**src/rtl/bridge_pkg.sv**
```systemverilog
// Shared definitions for the UART debug bridge: ASCII framing bytes, TX FSM states, hex digit encoding.
package bridge_pkg;

    localparam logic [7:0] ASCII_PRE = 8'h44;
    localparam logic [7:0] ASCII_CR  = 8'h0D;
    localparam logic [7:0] ASCII_LF  = 8'h0A;

    typedef enum logic [2:0] {
        ST_IDLE,
        ST_PRE,
        ST_DIG,
        ST_CR,
        ST_LF
    } state_t;

    // bridge_rx performs the inverse mapping on incoming command lines.
    function automatic logic [7:0] nib2ascii(input logic [3:0] nib);
        if (nib < 4'd10)
            return {4'h3, nib};
        else
            return {4'h0, nib} + 8'h37;
    endfunction

endpackage

```
**src/rtl/bridge_tx.sv**
```systemverilog
// Formats bus read responses as "D<hex>\r\n" lines for uart_tx, one-deep response queue.
// Latency: read event in cycle N presents the preamble byte in cycle N+1.
// Backpressure: byte_o holds until byte_ready_i; reads beyond line+queue are dropped with overflow_o.
module bridge_tx
    import bridge_pkg::*;
#(
    parameter int         DATA_WIDTH = 16,
    parameter logic [7:0] PREAMBLE   = ASCII_PRE
) (
    input  logic                  clk,
    input  logic                  rst_n,
    input  logic [DATA_WIDTH-1:0] data_i,
    input  logic                  rw_i,
    input  logic                  valid_i,
    output logic [7:0]            byte_o,
    output logic                  byte_valid_o,
    input  logic                  byte_ready_i,
    output logic                  busy_o,
    output logic                  overflow_o
);

    localparam int NDIG = DATA_WIDTH / 4;
    localparam int CW   = (NDIG > 1) ? $clog2(NDIG) : 1;
    localparam logic [CW-1:0] CNT_TOP = CW'(NDIG - 1);

    state_t                state_q, state_nxt;
    logic [DATA_WIDTH-1:0] sh_q, sh_nxt;
    logic [CW-1:0]         cnt_q, cnt_nxt;
    logic                  q_vld_q, q_vld_nxt;
    logic [DATA_WIDTH-1:0] q_dat_q, q_dat_nxt;
    logic                  ovf_q, ovf_nxt;
    logic                  xfer, rd_ev, drain, direct;

    assign rd_ev        = valid_i && !rw_i;
    assign byte_valid_o = (state_q != ST_IDLE);
    assign xfer         = byte_valid_o && byte_ready_i;
    assign busy_o       = byte_valid_o || q_vld_q;
    assign overflow_o   = ovf_q;

    always_comb begin
        byte_o = 8'h00;
        case (state_q)
            ST_PRE:  byte_o = PREAMBLE;
            ST_DIG:  byte_o = nib2ascii(sh_q[DATA_WIDTH-1 -: 4]);
            ST_CR:   byte_o = ASCII_CR;
            ST_LF:   byte_o = ASCII_LF;
            default: byte_o = 8'h00;
        endcase
    end

    always_comb begin
        state_nxt = state_q;
        sh_nxt    = sh_q;
        cnt_nxt   = cnt_q;
        q_vld_nxt = q_vld_q;
        q_dat_nxt = q_dat_q;
        ovf_nxt   = 1'b0;
        drain     = 1'b0;
        direct    = 1'b0;

        case (state_q)
            ST_IDLE: begin
                if (rd_ev) begin
                    sh_nxt    = data_i;
                    state_nxt = ST_PRE;
                end
            end
            ST_PRE: begin
                if (xfer) begin
                    state_nxt = ST_DIG;
                    cnt_nxt   = CNT_TOP;
                end
            end
            ST_DIG: begin
                if (xfer) begin
                    sh_nxt  = sh_q << 4;
                    cnt_nxt = cnt_q - CW'(1);
                    if (cnt_q == '0)
                        state_nxt = ST_CR;
                end
            end
            ST_CR: begin
                if (xfer)
                    state_nxt = ST_LF;
            end
            ST_LF: begin
                // Queued response wins over a same-cycle read; the read then refills the queue.
                if (xfer) begin
                    if (q_vld_q) begin
                        drain     = 1'b1;
                        sh_nxt    = q_dat_q;
                        state_nxt = ST_PRE;
                    end else if (rd_ev) begin
                        direct    = 1'b1;
                        sh_nxt    = data_i;
                        state_nxt = ST_PRE;
                    end else begin
                        state_nxt = ST_IDLE;
                    end
                end
            end
            default: state_nxt = ST_IDLE;
        endcase

        if (drain)
            q_vld_nxt = 1'b0;
        if (rd_ev && (state_q != ST_IDLE) && !direct) begin
            if (!q_vld_q || drain) begin
                q_vld_nxt = 1'b1;
                q_dat_nxt = data_i;
            end else begin
                ovf_nxt = 1'b1;
            end
        end
    end

    always_ff @(posedge clk) begin
        if (!rst_n) begin
            state_q <= ST_IDLE;
            sh_q    <= '0;
            cnt_q   <= '0;
            q_vld_q <= 1'b0;
            q_dat_q <= '0;
            ovf_q   <= 1'b0;
        end else begin
            state_q <= state_nxt;
            sh_q    <= sh_nxt;
            cnt_q   <= cnt_nxt;
            q_vld_q <= q_vld_nxt;
            q_dat_q <= q_dat_nxt;
            ovf_q   <= ovf_nxt;
        end
    end

endmodule

```
**config.mk**
```make
export PLATFORM = sky130hd
export DESIGN_NAME = bridge_tx
export DESIGN_NICKNAME = d
export VERILOG_FILES = /design/src/rtl/bridge_pkg.sv /design/src/rtl/bridge_tx.sv
export SDC_FILE = /design/constraint.sdc
export NUM_CORES = 1
export LEC_CHECK = 0
export ABC_AREA = 0
export BUFFER_PORTS_ARGS = -buffer_cell sky130_fd_sc_hd__buf_2
export CORE_ASPECT_RATIO = 0.7
export CORE_UTILIZATION = 58
export CTS_BUF_LIST = sky130_fd_sc_hd__clkbuf_8
export DETAILED_ROUTE_END_ITERATION = 16
export PLACE_DENSITY_LB_ADDON = 0.1
export SETUP_SLACK_MARGIN = 0.05
export SLEW_MARGIN = 20
export SYNTH_ARGS = -nofsm -noshare
export SYNTH_HDL_FRONTEND = slang
export SYNTH_SLANG_ARGS = --single-unit
```
**constraint.sdc**
```tcl
create_clock -name clk -period 1.79 [get_ports clk]
set_input_delay 0.179 -clock clk [delete_from_list [all_inputs] [get_ports clk]]
set_output_delay 0.179 -clock clk [all_outputs]
set_load 0.005 [all_outputs]
```
==> flow_summary_export.csv, run 1 <==
group,metric,value,unit
floorplanning,die_width,77.4,um
setup_path,cp.arrival,1.50,ns
global_routing,antenna_found_initial,0,
setup_path,worstPathRequired,1.61,ns
placement,io_buffers,30,
detailed_routing,routed_via_density,6.02,
clocking,h-tree-depth,2,
clocking,clkLatencyLatePin,0.28,ns
placement,dp_cells,364,
sta,hold_violations,0,
synthesis,syn_nets,316,
detailed_routing,drt-initial-drc-count,240,
run_status,status,"finished, final reports clean",
sta,period_needed,1.68,ns
clocking,cts_tree,"yes",
power,max-vdd-ir-drop,591,uV
clocking,cts.sinks,39,
sta,period_share,93.8,%
final_layout,nNetsFinal,354,
placement,place_congestion,0.816,
setup_path,critical_path_class,"reg -> out",
floorplanning,core_area,3670,sq um
final_layout,drive_gt1_share,27.8,%
synthesis,synth_warnings,0,
final_layout,fin_util,74.3,%
power,p_leak,1.17,nW
run,timing.max_cap.violations,0,
floorplanning,die_area,4240,sq um
detailed_routing,via_count,2293,
clocking,root_buffer,"clkbuf_8",
global_routing,grt_pass1_wl,9180,um
placement,preCtsSetupSlack,0.222,ns
synthesis,avgSynthCellArea,7.88,sq um
synthesis,ys_seq_area_share,33.8,%
setup_path,critPathMaxFanout,5,
min_path,hold_path.class,"in -> reg",
placement,hpwlAfterDp,3830,um
sta,max_clock_freq,596,MHz
sta,tightest_slew,0.875,ns
sta,rsz0062_at_grt,"yes",
synthesis,synth_seq_cells,39,
setup_path,end_kind,"primary output",
sta,timing.final.ws_setup,0.111,ns
floorplanning,rows,18,
global_routing,grt_pass1_vias,1882,
floorplanning,initial_utilization,62.9,%
sta,setup_viol,0,
synthesis,synth_enable_flop_cells,0,
clocking,clk_pin_slew,0.07,ns
synthesis,synth_ff_type,"dfxtp_1",
sta,hold_ws,0.145,ns
synthesis,postSynth.asyncResetShare,0,%
global_routing,overflow,0,
detailed_routing,drc,0,
setup_path,r2r_slack,0.14,ns
clocking,cts_inserted_buffers,5,
setup_path,start_kind,"flip-flop",
synthesis,yosysUniqueCellTypes,43,
synthesis,synthesis.instances,293,
sta,drv_slew,0,
global_routing,grt_start_max_net_pins,50,
final_layout,syn_to_final_growth,18.1,%
detailed_routing,drtAntennaViolNets,0,
power,cellPowerDensity,885,nW/um^2
sta,fin_tns_setup,0,ns
clocking,cts_max_path_buffers,2,
sta,slew_headroom,41.5,%
detailed_routing,dr.pass1.iters,6,
final_layout,antenna_cells,0,
global_routing,grt_usage,28.5,%
final_layout,instances_no_fill,381,
floorplanning,io_pins,32,
synthesis,syn_area,2310,sq um
detailed_routing,wl,5990,um
floorplanning,fp.dieH,54.8,um
sta,skew,0.00569,ns
detailed_routing,wl_per_cell,15.7,um
## flip-flops by register name (all words and copies together) (netlist names)
register    count
q_dat_q        16
sh_q           16
cnt_q           2
state_q         3
q_vld_q         1
overflow_o      1
## path summary, 6_finish.rpt
| path | start | to | depth (start not counted) |
|---|---|---|---|
| min | data_i[1] | q_dat_q[1] | 3 |
| max | state_q[2] | busy_o | 4 |
| max reg2reg | q_vld_q | sh_q[12] | 4 |
| min reg2reg | q_dat_q[6] | q_dat_q[6] | 2 |
## cell families (layout without fill, tap and decap cells)
group                    Yosys count  after routing  synth area share, %
AND/OR/NAND/NOR                  114            114                 22.6
AO/OA/AOI/OAI                     83             83                 26.4
flip-flops                        39             39                 33.8
buffers and inverters             34             72                 7.42
multiplexers                      16             16                 6.93
XOR/XNOR                           4              4                 1.52
adder cells (fa/ha/maj)            2              2                 1.08
other                              1              1                0.162
## routing by layer
| metal | wire length [um] | part of all wire [%] | vias to the layer above | track usage [%] |
|---|---|---|---|---|
| met2 | 2600 | 43 | 92 | 44.8 |
| met5 | 0 | 0 | - | 0 |
| li1 | - | - | 1124 | - |
| met3 | 477 | 8.0 | 4 | 5.83 |
| met4 | 26 | 0.43 | 0 | 5.66 |
| met1 | 2890 | 48 | 1073 | 40.5 |
## timing repair
item,CTS,global route
pin swaps,0,3
setup buffers,3,6
cloned,0,1
hold buffers,0,0
endpoints found under the setup margin,2,3
gates resized for setup,9,11
## layout by cell type, fill, tap and decap left out, types with 4 or more instances in the layout
cell type / instances
o211a_1: 4
nor2b_1: 6
buf_2: 31
o221a_2: 12
nor2_1: 11
nand2b_1: 7
buf_4: 24
dfxtp_1: 35
a32oi_1: 11
o221ai_1: 4
nand2_1: 62
buf_6: 4
clkbuf_8: 6
a21oi_1: 31
nor3_1: 6
nand3_1: 14
o21ai_0: 7
inv_1: 4
mux2i_1: 16
## cell type report
type / count / area (sq um)
multi-input cells: 220 / 1380
fillers: 291 / 942
flip-flops and latches: 39 / 793
repair buffers: 59 / 380
clock buffers: 6 / 82.6
well taps: 50 / 62.6
inverters: 6 / 25.0
clock inverters: 1 / 5.00
## per-stage QoR
step	total power [W]	instance area, sq um
3_5_place_dp	0.00174	2520
2_1_floorplan	0.00155	2310
4_1_cts	0.00237	2650
3_3_place_gp	0.00173	2520
6_report	0.00242	2730
5_1_grt	0.00255	2730
## critical path, stage by stage, from the launching register on
cell	delay (ns)
dfxtp_4	0.36
buf_6	0.13
or3_4	0.38
or2_4	0.23
buf_2	0.12
## synth_stat cells (all sizes together) (2+ instances only)
cell type,instances,area [sq um]
o221ai,4,35.0
o211a,4,40.0
nor2b,7,43.8
nand3,14,70.1
clkbuf,14,52.6
o221a,12,135
xor2,3,26.3
a21oi,32,171
nand2,63,244
dfxtp,39,781
a32oi,11,96.3
nand2b,7,43.8
nor3,6,30.0
nor2,11,41.3
buf,14,96.3
o21ai,8,40.0
o21a,2,15.0
mux2i,16,160
a21o,3,23.8
inv,6,22.5
ha,2,25.0
## where the power goes
part	total (W)	switching, W	internal, W	leakage (nW)
registers	0.00106	0.0000894	0.000968	0.321
clock network	0.000597	0.000295	0.000302	0.0470
logic	0.000761	0.000395	0.000366	0.802
total	0.00242	0.000779	0.00164	1.17
Power figures use the tool's default switching activity.
==> run 2: changes to the inputs <==
==> constraint.sdc (replaced) <==
create_clock -name clk -period 1.9 [get_ports clk]
set_input_delay 0.19 -clock clk [delete_from_list [all_inputs] [get_ports clk]]
set_output_delay 0.19 -clock clk [all_outputs]
set_load 0.005 [all_outputs]
==> run 2 against run 1 <==
Against the previous run: power decreased by 9.9%; setup slack improved by 0.010 ns; critical path depth unchanged; largest power group unchanged.
==> flow_summary_export.csv, run 2 (synthesis gave the netlist of run 1 again) <==
group,metric,value,unit
placement,place_area,2490,sq um
run_status,status,"finished, final reports clean",
clocking,cts_inserted_buffers,5,
floorplanning,die_area,4240,sq um
final_layout,drive_gt1_share,23.8,%
run,timing.max_cap.violations,0,
power,max-vdd-ir-drop,487,uV
min_path,min_path_cells,3,
min_path,min_from,"data_i[11]",
floorplanning,io_pins,32,
clocking,cts_max_path_buffers,2,
sta,rsz0062_at_grt,"no",
detailed_routing,drtAntennaViolNets,0,
setup_path,cp.arrival,1.59,ns
final_layout,final_cell_mix,"62 x nand2_1, 34 x dfxtp_1, 31 x a21oi_1, 30 x buf_2, 16 x mux2i_1",
sta,drv_slew,0,
floorplanning,rows,18,
sta,setup_viol,0,
clocking,clkLatencyLatePin,0.29,ns
detailed_routing,dr.pass1.iters,5,
global_routing,overflow,0,
power,intPower,0.00145,W
detailed_routing,wl,5810,um
global_routing,grt_pass1_vias,1971,
floorplanning,core_area,3670,sq um
final_layout,syn_to_final_growth,12.5,%
final_layout,antenna_cells,0,
global_routing,grt_pass1_wl,9380,um
power,power.switching,0.000727,W
floorplanning,die_width,77.4,um
min_path,hold_path.class,"in -> reg",
sta,hold_violations,0,
detailed_routing,routed_via_density,6.20,
global_routing,antenna_found_initial,0,
min_path,min_to,"q_dat_q[11]",
power,switching_share,33.4,%
power,clockPowerShare,24.9,%
placement,place_congestion,0.831,
detailed_routing,wl_per_cell,15.7,um
power,power,0.00218,W
setup_path,r2r_slack,0.18,ns
sta,timing.final.ws_setup,0.121,ns
final_layout,final_area,2600,sq um
placement,hpwlAfterDp,3890,um
global_routing,grt_start_max_net_pins,31,
sta,tightest_slew,0.930,ns
detailed_routing,via_count,2286,
final_layout,layout_commonest_cell,"nand2_1",
sta,skew,0.00821,ns
detailed_routing,drc,0,
clocking,root_buffer,"clkbuf_8",
setup_path,r2r-end,"sh_q[5]",
floorplanning,initial_utilization,62.9,%
setup_path,start_kind,"flip-flop",
placement,preCtsSetupSlack,0.236,ns
final_layout,nNetsFinal,341,
final_layout,reg.largest.list,"q_dat_q: 16 flops, sh_q: 16 flops, state_q: 3 flops",
setup_path,critical_path_class,"reg -> out",
power,seqPwrFrac,46.3,%
clocking,cts.sinks,39,
sta,max_clock_freq,562,MHz
global_routing,grt_usage,29.0,%
setup_path,r2r-start,"q_vld_q",
setup_path,worstRegToRegCells,4,
power,comb_power_share,28.8,%
sta,hold_ws,0.148,ns
sta,period_share,93.6,%
detailed_routing,drt-initial-drc-count,227,
sta,period_needed,1.78,ns
clocking,clk_pin_slew,0.08,ns
clocking,ctsHoldBuffers,0,
clocking,h-tree-depth,2,
clocking,post_cts_buffers,0,
power,p_leak,1.10,nW
placement,io_buffers,30,
sta,slew_headroom,37.9,%
setup_path,worstPathRequired,1.71,ns
setup_path,end_kind,"primary output",
setup_path,critPathMaxFanout,14,
power,cellPowerDensity,837,nW/um^2
clocking,cts_tree,"yes",
sta,fin_tns_setup,0,ns
floorplanning,fp.dieH,54.8,um
[run 2: layout make-up]
cell class / instances / area (sq um)
multi-input combinational: 220 / 1370
fill: 301 / 1070
sequential: 39 / 790
timing repair buffer: 46 / 278
clock buffer: 5 / 68.8
tap: 50 / 62.6
inverter: 6 / 22.5
clock inverter: 3 / 12.5
[run 2: worst max-delay path, cell delays in order (launching register included)]
cell and delay [ns]:
dfxtp_2 0.37, buf_6 0.17, or3_4 0.36, or2_2 0.27
buf_2 0.13
[run 2: metrics by stage]
| step | util [%] | instances |
|---|---|---|
| 6_report | 70.8 | 369 |
| 5_1_grt | 70.8 | 369 |
| 4_1_cts | 70.2 | 369 |
| 3_5_place_dp | 67.9 | 361 |
| 3_3_place_gp | 67.9 | 361 |
| 2_1_floorplan | - | 293 |
[run 2: routing by layer]
| metal | share of wire, % | wire, um | global-route usage [%] |
|---|---|---|---|
| met2 | 44 | 2570 | 46.6 |
| met1 | 48 | 2770 | 39.7 |
| met5 | 0 | 0 | 0 |
| met4 | 0.52 | 30 | 5.66 |
| met3 | 7.5 | 438 | 7.67 |
[run 2: power by group through the flow]
stage          logic [W]  clock network (W)  registers [W]
2_1_floorplan   0.000476                  0       0.000980
4_1_cts         0.000611           0.000540        0.00100
5_1_grt         0.000694           0.000592        0.00102
3_5_place_dp    0.000608                  0        0.00102
3_3_place_gp    0.000596                  0        0.00101
6_report        0.000626           0.000541        0.00101
[run 2: what timing repair did]
action / CTS / global route
cloned: 0 / 0
endpoints found under the hold margin: 0 / 0
resized for setup: 2 / 9
setup endpoints to repair: 2 / 4
[run 2: how the worst max path moves through the flow]
stage	from	end	slack [ns]	cells after the start
6_report	state_q[0]	busy_o	0.12	4
5_1_grt	state_q[1]	byte_o[1]	0.07	5
4_1_cts	state_q[2]	busy_o	0.08	4
3_5_place_dp	state_q[1]	sh_q[7]	0.24	4
3_3_place_gp	state_q[1]	sh_q[12]	0.27	5
2_1_floorplan	state_q[1]	q_dat_q[0]	0.37	6
==> run 3: changes to the inputs <==
--- a/config.mk
+++ b/config.mk
@@ -7,8 +7,10 @@
 export LEC_CHECK = 0
 export ABC_AREA = 0
 export BUFFER_PORTS_ARGS = -buffer_cell sky130_fd_sc_hd__buf_2
+export CELL_PAD_IN_SITES_DETAIL_PLACEMENT = 0
+export CELL_PAD_IN_SITES_GLOBAL_PLACEMENT = 1
 export CORE_ASPECT_RATIO = 0.7
-export CORE_UTILIZATION = 58
+export CORE_UTILIZATION = 44
 export CTS_BUF_LIST = sky130_fd_sc_hd__clkbuf_8
 export DETAILED_ROUTE_END_ITERATION = 16
 export PLACE_DENSITY_LB_ADDON = 0.1
==> run 3 against run 2 <==
Against the previous run: first-iteration DRC count down 51%; critical endpoint unchanged; cell count up 6.0%; fmax down 2.3%; register-to-register slack better by 0.04 ns; via count down 5.4%; wire length up 2.9%; global-route usage down 5.7 points; clock-buffer cell count up 1; worst hold slack worse by 0.0063 ns; die area up 31%.
==> flow_summary_export.csv, run 3 (synthesis gave the netlist of run 1 again) <==
group,metric,value,unit
placement,hpwlAfterDp,3960,um
sta,period_share,95.8,%
clocking,cts_max_path_buffers,2,
setup_path,worstRegToRegCells,4,
final_layout,layout_commonest_cell,"nand2_1",
setup_path,crit_slowest_cell,"dfxtp_2",
sta,hold_violations,0,
floorplanning,rows,21,
sta,setup_viol,0,
floorplanning,io_pins,32,
setup_path,cp.arrival,1.63,ns
placement,io_buffers,30,
run,timing.max_cap.violations,0,
floorplanning,core_area,4910,sq um
sta,skew,0.00874,ns
floorplanning,die_area,5550,sq um
setup_path,critical_path_class,"reg -> out",
final_layout,nNetsFinal,344,
global_routing,grt_pass1_wl,10100,um
global_routing,grt_usage,23.3,%
setup_path,r2r-start,"q_vld_q",
floorplanning,fp.dieH,62.6,um
detailed_routing,routed_via_density,5.53,
setup_path,cp_cell_sequence,"buf_4, or3_1, or2_2, buf_2",
detailed_routing,wl_per_cell,15.3,um
setup_path,end_kind,"primary output",
sta,slew_headroom,38.0,%
clocking,cts_inserted_buffers,5,
detailed_routing,dr.pass1.iters,4,
power,cellPowerDensity,884,nW/um^2
run_status,status,"finished, final reports clean",
final_layout,final_cell_mix,"62 x nand2_1, 34 x dfxtp_1, 31 x a21oi_1, 30 x buf_2, 17 x buf_4",
setup_path,crit_start,"state_q[0]",
final_layout,fin_util,54.6,%
detailed_routing,drt-initial-drc-count,112,
clocking,cts.sinks,39,
detailed_routing,via_count,2163,
setup_path,crit_path_end,"busy_o",
final_layout,drive_gt1_share,24.8,%
clocking,h-tree-depth,2,
power,max-vdd-ir-drop,472,uV
final_layout,register_area,787,sq um
global_routing,grt_start_max_net_pins,51,
clocking,root_buffer,"clkbuf_8",
detailed_routing,drtAntennaViolNets,0,
setup_path,r2r-end,"sh_q[13]",
setup_path,r2r_slack,0.22,ns
final_layout,reg.largest.list,"q_dat_q: 16 flops, sh_q: 16 flops, state_q: 3 flops",
setup_path,worstPathRequired,1.71,ns
placement,place_congestion,0.771,
min_path,hold_path.class,"in -> reg",
sta,max_clock_freq,549,MHz
sta,tightest_slew,0.927,ns
final_layout,fillerInstances,508,
final_layout,antenna_cells,0,
floorplanning,initial_utilization,47.0,%
final_layout,syn_to_final_growth,16.1,%
setup_path,critPathMaxFanout,11,
setup_path,cp_slowest_stage_delay,0.38,ns
setup_path,start_kind,"flip-flop",
clocking,cts_tree,"yes",
final_layout,multi_input_area,1360,sq um
sta,rsz0062_at_grt,"yes",
power,p_leak,1.13,nW
sta,drv_slew,0,
detailed_routing,wl,5980,um
sta,period_needed,1.82,ns
sta,fin_tns_setup,0,ns
global_routing,grt_pass1_vias,2058,
global_routing,antenna_found_initial,0,
global_routing,overflow,0,
clocking,clkLatencyLatePin,0.29,ns
floorplanning,die_width,88.6,um
clocking,clk_pin_slew,0.08,ns
clocking,ctsHoldBuffers,0,
detailed_routing,drc,0,
-- run 3: report_power, final --
part / switching, W / leakage (nW) / internal (W)
Clock: 0.000302 / 0.0612 / 0.000425
Combinational: 0.000338 / 0.750 / 0.000300
Sequential: 0.0000943 / 0.320 / 0.000912
Total: 0.000733 / 1.13 / 0.00164
-- run 3: how the worst min path moves through the flow --
stage,start,endpoint,slack (ns),cells after the start
final,data_i[8],q_dat_q[8],0.14,3
after global routing,data_i[5],q_dat_q[5],0.15,3
after CTS,data_i[8],q_dat_q[8],0.14,3
after detailed placement,q_dat_q[11],q_dat_q[11],0.45,2
after global placement,data_i[1],q_dat_q[1],0.45,3
after floorplan,data_i[10],q_dat_q[10],0.33,2
-- run 3: what timing repair did --
| action | 4_1_cts | 5_1_grt |
|---|---|---|
| setup buffers | 0 | 2 |
| gates resized for setup | 3 | 5 |
| endpoints found under the setup margin | 2 | 6 |
-- run 3: final cells by class --
cell class / count / share of cell area [%]
Sequential cell: 39 / 29.3
Clock inverter: 2 / 1.31
Tap cell: 69 / 3.22
Multi-Input combinational cell: 220 / 50.7
Clock buffer: 6 / 3.08
Timing Repair Buffer: 49 / 11.5
Inverter: 6 / 0.840
-- run 3: layer usage --
metal,up-vias,track usage (%),share of wire [%]
met4,0,4.84,0.70
met1,1021,35.3,52
met3,5,4.76,4.1
met5,-,0,0
li1,1095,-,-
met2,42,33.8,44
-- run 3: worst max-delay path, delay by kind of cell (launching register included) --
family,cells,cell delay [ns]
buffers and inverters,2,0.30
and+or+nand+nor,2,0.66
DFF,1,0.38
-- run 3: through the flow --
stage               hold slack [ns]  total power, W  setup slack, ns  instance area, sq um  cells
floorplan                     0.332         0.00146            0.371                  2310    293
global placement              0.451         0.00164            0.268                  2540    381
detailed placement            0.452         0.00164            0.235                  2540    381
CTS                           0.139         0.00238           0.0676                  2660    389
global route                  0.151         0.00251           0.0169                  2680    391
finish                        0.142         0.00237           0.0795                  2680    391
